==> src/rtl/setup_chain_ctrl_pkg.sv <==
// setup_ctrl_pkg: shared width and state encodings for the setup register chain sequencer
package setup_ctrl_pkg;
    localparam int SETUP_W = 8;
    typedef enum logic [2:0] {LOAD, SHIFT, COMMIT, IDLE, ERR} state_t;
    typedef enum logic {SRC_BOOT, SRC_HOST} src_t;
endpackage

==> src/rtl/setup_chain_ctrl_serializer.sv <==
// setup_serializer: 8-bit parallel-load, LSB-first shift-out register with bit counter
module setup_serializer
    import setup_ctrl_pkg::*;
(
    input  logic               clk_in,
    input  logic               rst_in,
    input  logic               load_in,
    input  logic               shift_in,
    input  logic [SETUP_W-1:0] value_in,
    output logic               bit_out,
    output logic               last_bit_out
);
    logic [SETUP_W-1:0] r_sr;
    logic [2:0]         r_cnt;
    // load restarts the bit count; each shift exposes the next bit on r_sr[0]
    always_ff @(posedge clk_in or posedge rst_in)
        if (rst_in) begin
            r_sr  <= '0;
            r_cnt <= '0;
        end else if (load_in) begin
            r_sr  <= value_in;
            r_cnt <= '0;
        end else if (shift_in) begin
            r_sr  <= r_sr >> 1;
            r_cnt <= r_cnt + 3'd1;
        end
    assign bit_out      = r_sr[0];
    assign last_bit_out = (r_cnt == 3'd7);
endmodule

==> src/rtl/setup_chain_ctrl.sv <==
// setup_chain_ctrl: boots every setup register from DEFAULTS, then serializes host writes into one register
module setup_chain_ctrl
    import setup_ctrl_pkg::*;
#(
    parameter int                      NUM_REGS = 4,
    parameter int                      ADDR_W   = 2,
    parameter logic [NUM_REGS*8-1:0]   DEFAULTS = '0
)(
    input  logic                clk_in,
    input  logic                rst_in,
    input  logic                wr_valid_in,
    output logic                wr_ready_out,
    input  logic [ADDR_W-1:0]   wr_addr_in,
    input  logic [7:0]          wr_data_in,
    input  logic                reload_in,
    output logic                serial_out,
    output logic [NUM_REGS-1:0] shift_en_out,
    output logic [NUM_REGS-1:0] cfg_valid_out,
    output logic                all_valid_out,
    output logic                done_out,
    output logic                err_out
);
    state_t              r_state, w_next;
    src_t                r_src;
    logic [ADDR_W-1:0]   r_idx;
    logic [SETUP_W-1:0]  r_data;
    logic [NUM_REGS-1:0] r_valid;
    logic [NUM_REGS-1:0] w_hot;
    logic [SETUP_W-1:0]  w_boot_val;
    logic                w_load, w_shift, w_bit, w_last, w_addr_ok, w_more;

    assign w_addr_ok = 32'(wr_addr_in) < NUM_REGS;
    assign w_more    = (r_src == SRC_BOOT) && (32'(r_idx) < NUM_REGS - 1);

    // one-hot decode of the current index and the matching boot default slice
    always_comb begin
        w_hot      = '0;
        w_boot_val = '0;
        for (int k = 0; k < NUM_REGS; k++) begin
            w_hot[k] = (32'(r_idx) == k);
            if (w_hot[k]) w_boot_val = DEFAULTS[k*SETUP_W +: SETUP_W];
        end
    end

    setup_serializer u_ser (
        .clk_in      (clk_in),
        .rst_in      (rst_in),
        .load_in     (w_load),
        .shift_in    (w_shift),
        .value_in    ((r_src == SRC_BOOT) ? w_boot_val : r_data),
        .bit_out     (w_bit),
        .last_bit_out(w_last)
    );

    // state register; async reset restarts the boot sequence
    always_ff @(posedge clk_in or posedge rst_in)
        if (rst_in) r_state <= LOAD;
        else        r_state <= w_next;

    // next-state and strobes; ready never looks at wr_valid_in, and reload wins over a write
    always_comb begin
        w_next       = r_state;
        wr_ready_out = 1'b0;
        done_out     = 1'b0;
        err_out      = 1'b0;
        w_load       = 1'b0;
        w_shift      = 1'b0;
        case (r_state)
            LOAD: begin
                w_load = 1'b1;
                w_next = SHIFT;
            end
            SHIFT: begin
                w_shift = 1'b1;
                w_next  = w_last ? COMMIT : SHIFT;
            end
            COMMIT: begin
                done_out = 1'b1;
                w_next   = w_more ? LOAD : IDLE;
            end
            IDLE: begin
                wr_ready_out = !reload_in;
                w_next       = reload_in ? LOAD : !wr_valid_in ? IDLE : w_addr_ok ? LOAD : ERR;
            end
            ERR: begin
                err_out = 1'b1;
                w_next  = IDLE;
            end
            default: w_next = LOAD;
        endcase
    end

    // source, index, captured write data and sticky valid flags
    always_ff @(posedge clk_in or posedge rst_in)
        if (rst_in) begin
            r_src   <= SRC_BOOT;
            r_idx   <= '0;
            r_data  <= '0;
            r_valid <= '0;
        end else if (r_state == COMMIT) begin
            r_valid <= r_valid | w_hot;
            if (w_more) r_idx <= r_idx + 1'b1;
        end else if (r_state == IDLE) begin
            if (reload_in) begin
                r_valid <= '0;
                r_src   <= SRC_BOOT;
                r_idx   <= '0;
            end else if (wr_valid_in && w_addr_ok) begin
                r_src  <= SRC_HOST;
                r_idx  <= wr_addr_in;
                r_data <= wr_data_in;
            end
        end

    assign shift_en_out  = (r_state == SHIFT) ? w_hot : '0;
    assign serial_out    = (r_state == SHIFT) & w_bit;
    assign cfg_valid_out = r_valid;
    assign all_valid_out = &r_valid;
endmodule

==> config.mk <==
export PLATFORM = sky130hd
export DESIGN_NAME = setup_chain_ctrl
export DESIGN_NICKNAME = d
export VERILOG_FILES = /design/src/rtl/setup_chain_ctrl_pkg.sv /design/src/rtl/setup_chain_ctrl_serializer.sv /design/src/rtl/setup_chain_ctrl.sv
export SDC_FILE = /design/constraint.sdc
export NUM_CORES = 1
export LEC_CHECK = 0
export BUFFER_PORTS_ARGS = -buffer_cell sky130_fd_sc_hd__buf_2
export CELL_PAD_IN_SITES_DETAIL_PLACEMENT = 1
export CELL_PAD_IN_SITES_GLOBAL_PLACEMENT = 1
export CORE_MARGIN = 2
export CORE_UTILIZATION = 45
export DETAILED_ROUTE_END_ITERATION = 10
export HOLD_SLACK_MARGIN = 0.05
export PLACE_DENSITY_LB_ADDON = 0.1
export SLEW_MARGIN = 25
export SYNTH_ARGS = -nofsm -noshare
export SYNTH_HDL_FRONTEND = slang
export SYNTH_SLANG_ARGS = --single-unit
==> constraint.sdc <==
create_clock -name clk_in -period 3.6 [get_ports clk_in]
set_input_delay 0.18 -clock clk_in [delete_from_list [all_inputs] [get_ports clk_in]]
set_output_delay 0.18 -clock clk_in [all_outputs]
set_load 0.05 [all_outputs]
==> results of run 1 <==
[kinds of logic after synthesis]
| kind of cell | share of synthesized area [%] |
|---|---|
| AO/OA/AOI/OAI | 13.8 |
| adder cells (fa/ha/maj) | 5.43 |
| buffers and inverters | 3.80 |
| flip-flops | 50.7 |
| multiplexers | 9.87 |
| other | 0.271 |
| AND/OR/NAND/NOR | 16.1 |
[flip-flops by register name (all words and copies together) (netlist names)]
signal	flops
cfg_valid_out	4
u_ser.r_sr	8
u_ser.r_cnt	3
r_src	1
r_data	8
r_idx	2
r_state	2
[worst max-delay path, stage by stage (launching register included)]
cell	delay, ns
dfrtp_1	0.92
nor2b_1	0.55
and2_1	0.20
buf_2	0.25
[metrics by stage]
stage / instances / total power, µW
final: 181 / 1450
after global routing: 181 / 1560
after CTS: 179 / 1460
after detailed placement: 175 / 1250
after global placement: 175 / 1220
after floorplan: 125 / 1110
[cell type report]
type / count / area, µm²
clock buffers: 3 / 22.5
repair buffers: 27 / 145
multi-input cells: 86 / 628
clock inverters: 1 / 30.0
inverters: 3 / 11.3
well taps: 33 / 41.3
fillers: 347 / 1400
flip-flops and latches: 28 / 701
[routing by layer]
metal	GRT usage, %	part of all wire, %	vias up
met5	0	0	-
met4	6.82	0.65	0
met3	1.97	3.0	2
met2	27.6	49	17
met1	22.3	47	461
li1	-	-	479
[repair_timing]
item	CTS	global route
buffers inserted	0	0
hold buffers	0	2
hold endpoints to repair	0	29
[power breakdown]
group	switching [µW]	internal [µW]	leakage [µW]
logic	386	242	0.000412
clock network	96.1	113	0.0000279
registers	166	443	0.000352
total	648	798	0.000791
[placed cells by master, fill, tap and decap left out, types with 2 or more instances in the layout]
cell type	Yosys	final
a21oi_1	12	12
a22o_1	2	2
a31oi_1	2	2
and2_1	5	5
and3b_2	7	7
buf_2	3	25
clkbuf_4	0	3
dfrtp_1	28	28
dlygate4sd3_1	0	2
ha_1	6	6
inv_1	3	2
mux2_2	9	9
mux2i_1	2	2
nand2_1	15	15
nor2b_1	3	3
o21ai_0	12	12
[final timing paths]
check	start	to	cells after the start
setup / recovery	r_state[0]$_DFF_PP0_	serial_out	3
hold reg to reg	u_ser.r_sr[0]$_DFFE_PP0P_	u_ser.r_sr[0]$_DFFE_PP0P_	2
min in group asynchronous	rst_in	r_data[3]$_DFFE_PP0P_	3
hold / removal	wr_data_in[0]	r_data[0]$_DFFE_PP0P_	2
setup reg to reg	r_state[0]$_DFF_PP0_	r_idx[0]$_DFFE_PP0P_	3
max in group asynchronous	rst_in	cfg_valid_out[0]$_DFFE_PP0P_	3
==> results.ini, run 1 <==
[synth]
synth.most_common_cell = dfrtp_1
yosysWarnings = 0
yosys_register_bits = 28
syn-cell-area_um2 = 1380
syn_avg_cell_area_um2 = 11.1
netlist.area_leader.share_pct = 50.7
netlist_top_cells_count = dfrtp_1, nand2_1, a21oi_1, o21ai_0, mux2_2
synth.area.top_cells = dfrtp_1, mux2_2, ha_1
yosysSeqAreaShare_pct = 50.7
synth_cells = 125
yosysUniqueCellTypes = 28
synth-async-reset-ratio_pct = 100
ys.flop_type = dfrtp_1
yosys.area.top_type = dfrtp_1
synth_edf_count = 0
synth_nets = 145

[global_route]
grt_usage_pct = 16.8
grt_pass1_vias = 970
grt_max_degree = 33
antenna_found_initial = 0
grt.overflow.total = 0
grt_pass1_wl_um = 4440

[clock_network]
cts_made_buffers = 3
clock_sinks = 28
htree_levels = 1
cts_tree = done
root_buffer = clkbuf_4
postCtsResizedCells = 0
insertion_delay_ns = 0.33
clk_path_buf_depth = 2
cts.reportedPaths.clkPinSlew_ns = 0.16

[sta]
relSlewSlack_pct = 38.6
hold_ws_ns = 0.0670
tns_ns = 0
finalMaxSlewViolations = 0
fmaxAchievable_mhz = 409
post-route-period-util_pct = 67.9
min_period_ns = 2.44
setup_viol = 0
skew_ns = 0.00644
hold_viol_final = 0
timing.final.ws_setup_ns = 1.16
tightest_slew_ns = 0.920
rsz0062_at_grt = false

[final_layout]
fin_util_pct = 53.0
antenna_cells = 0
fin_nets = 169
drive_gt1_share_pct = 33.8
final_area_um2 = 1580
syn2layout_area_growth_pct = 14.3

[route]
ant_nets = 0
wire_per_inst_um = 14.4
drcViolationCount = 0
route.vias.total = 959
drt_iter0_markers = 27
wirelength_um = 2610
firstDrtPassIters = 4
via_per_inst = 5.30

[critical_path]
critical_path_class = flip-flop to primary output
arrival_ns = 2.26
cp-start-kind = flip-flop
reg2reg_slack_ns = 1.70
worst_ep_required_time_ns = 3.42
cp_max_fo = 30
endpoint_kind = primary output

[power_and_ir_drop]
p_leak_uw = 0.000791
p_per_area_nw_per_um2 = 916
vdd_drop_max_uv = 248

[run]
drv_cap = 0

[placed_design]
dpl.hpwl_um = 1830
dp_slack_ns = 1.51
portBuffers = 25
place_area_um2 = 1510
gp_congestion = 0.697

[min_path]
hold_class = input pin to flip-flop

[floorplan]
die_w_um = 59.4
num_rows = 20
dieArea_um2 = 3530
die_h_um = 59.4
io_pins = 27
start_util_pct = 46.4
coreArea_um2 = 2980

[status]
status = completed

Power figures use the tool's default switching activity.
==> run 2: changes to the inputs <==
ABC_AREA = 1   (was default)
CORE_UTILIZATION = 40   (was 45)
clock period = 2.25 ns   (was 3.6 ns; I/O delays follow)
==> results.ini, run 2 <==
[floorplan]
dieArea_um2 = 3980  ; +13%
coreArea_um2 = 3340  ; +12%
start_util_pct = 41.9  ; -4.5 points
die_w_um = 63.1  ; +6.2%
num_rows = 21  ; +5.0%
io_pins = 27  ; unchanged
die_h_um = 63.1  ; +6.2%

[global_route]
grt_usage_pct = 17.3  ; +0.56 points
grt_max_degree = 29  ; -12%
antenna_found_initial = 0  ; unchanged
grt_pass1_vias = 1225  ; +26%
grt_pass1_wl_um = 5420  ; +22%
grt.overflow.total = 0  ; unchanged

[clock_network]
postCtsResizedCells = 0  ; unchanged
htree_levels = 1  ; unchanged
root_buffer = clkbuf_4
insertion_delay_ns = 0.33  ; about the same
cts_tree = done
cts_made_buffers = 3  ; unchanged
clk_path_buf_depth = 2  ; unchanged
cts.reportedPaths.clkPinSlew_ns = 0.15  ; about the same
clock_sinks = 28  ; unchanged

[critical_path]
endpoint_kind = primary output
cp_slowest_cell = dfrtp_1
critical_path_class = flip-flop to primary output
worst_ep_required_time_ns = 2.14  ; -1.28 ns
cp_max_fo = 13  ; -57%
cp-start-kind = flip-flop
slowest_delay_ns = 0.55  ; -0.37 ns
arrival_ns = 1.71  ; -0.55 ns
crit_chain = inv_1 -> nand2_2 -> nor2_1 -> buf_2

[final_layout]
antenna_cells = 0  ; unchanged
fin_util_pct = 50.7  ; -2.3 points
final_common_cell = nand2_1
syn2layout_area_growth_pct = 21.1
drive_gt1_share_pct = 22.1  ; -12 points
fin_nets = 220  ; +30%
final_cell_mix = nand2_1, inv_1, dfrtp_1

[synth]
netlist_top_cells_count = nand2_1, dfrtp_1, inv_1
synth_edf_count = 0  ; unchanged
synth.most_common_cell = nand2_1
netlist.area_leader.share_pct = 50.1  ; -0.59 points
syn-cell-area_um2 = 1400  ; +1.2%
syn_avg_cell_area_um2 = 8.52  ; -23%
yosysUniqueCellTypes = 21  ; -25%
yosysSeqAreaShare_pct = 50.1  ; -0.59 points
synth.area.top_cells = dfrtp_1, nand2_1, inv_1
yosys_register_bits = 28  ; unchanged
synth-async-reset-ratio_pct = 100  ; unchanged
yosys.area.top_type = dfrtp_1
synth_cells = 164  ; +31%
synth_nets = 184  ; +27%
yosysWarnings = 0  ; unchanged
ys.flop_type = dfrtp_1

[sta]
min_period_ns = 1.82
tns_ns = 0  ; unchanged
skew_ns = 0.00667  ; +0.000226 ns
setup_viol = 0  ; unchanged
fmaxAchievable_mhz = 549
hold_viol_final = 0  ; unchanged
finalMaxSlewViolations = 0  ; unchanged
post-route-period-util_pct = 81.0
rsz0062_at_grt = false

[route]
wirelength_um = 3010  ; +15%
route.vias.total = 1149  ; +20%
drt_iter0_markers = 26  ; -3.7%
firstDrtPassIters = 4  ; unchanged
ant_nets = 0  ; unchanged
wire_per_inst_um = 12.3  ; -15%
via_per_inst = 4.69  ; -11%
drcViolationCount = 0  ; unchanged

[placed_design]
gp_congestion = 0.752  ; +7.8%
dpl.hpwl_um = 2370  ; +30%
portBuffers = 25  ; unchanged

[power_and_ir_drop]
p_per_area_nw_per_um2 = 1120  ; +22%
p_leak_uw = 0.000903  ; +14%
vdd_drop_max_uv = 429  ; +73%

[min_path]
hold_class = input pin to flip-flop

[status]
status = completed

[run]
drv_cap = 0  ; unchanged

-- run 2: changes by cell type in the layout (fill, tap and decap cells not counted), sizes merged, moves of 3 or more --
cell	change
nor2	+12
nand3	+17
and3b	-7
inv	+26
nand2	+28
dlygate4sd3	+7
nor2b	-3
a21oi	-8
and2	-5
o211ai	+3
mux2	-10
-- run 2: timing repair --
item | 4_1_cts | 5_1_grt
setup buffers | 0 | 0
hold buffers | 9 | 0
hold endpoints to repair | 36 | 0
-- run 2: worst paths after layout --
kind                       depth (start not counted)  slack, ns                          to                  start
min in group asynchronous                          4       0.38   u_ser.r_sr[0]$_DFFE_PP0P_                 rst_in
max in group asynchronous                          4       1.60   u_ser.r_sr[5]$_DFFE_PP0P_                 rst_in
hold / removal                                     4       0.14        r_state[0]$_DFF_PP0_            wr_valid_in
setup reg to reg                                   4       0.74  u_ser.r_cnt[2]$_DFFE_PP0P_   r_state[1]$_DFF_PP0_
setup / recovery                                   4       0.43             shift_en_out[1]   r_state[1]$_DFF_PP0_
hold reg to reg                                    2       0.50       r_data[3]$_DFFE_PP0P_  r_data[3]$_DFFE_PP0P_
-- run 2: metrics by stage --
stage	setup WS, ns	power (µW)	instances	cell area, µm²	hold slack, ns
after global placement	0.850	1620	232	1570	0.189
after global routing	0.291	2060	245	1690	0.149
after detailed placement	0.749	1670	232	1570	0.221
after CTS	0.409	1930	245	1690	0.129
final	0.428	1900	245	1690	0.142
after floorplan	0.411	1460	164	1400	0.178
-- run 2: kinds of logic after synthesis --
family	count (synthesis)	synth area share, %
simple gates	74	23.4
buf+inv	33	9.76
flops	28	50.1
compound gates	22	11.1
fa+ha+maj	6	5.37
other cells	1	0.268
-- run 2: critical path, delay by kind of cell, from the launching register on --
family / cells / cell delay (ns)
flops: 1 / 0.55
buf+inv: 2 / 0.52
simple gates: 2 / 0.30
-- run 2: per-layer routing --
layer / vias up / share of wire [%] / wire length [µm] / global-route usage [%]
met1: 545 / 46 / 1390 / 22.7
met5: - / 0 / 0 / 0
li1: 576 / - / - / -
met4: 0 / 1.8 / 55 / 7.50
met3: 5 / 3.6 / 107 / 2.68
met2: 23 / 49 / 1460 / 28.5
-- run 2: area by class of cell --
class | instances | area (µm²)
Multi-Input combinational cell | 103 | 567
Inverter | 29 | 109
Sequential cell | 28 | 701
Fill cell | 447 | 1640
Tap cell | 46 | 57.6
Clock buffer | 4 | 36.3
Timing Repair Buffer | 35 | 223
-- run 2: power breakdown --
group          switching [µW]  internal (µW)
Combinational             574            253
Clock                     145           99.2
Sequential                150            677
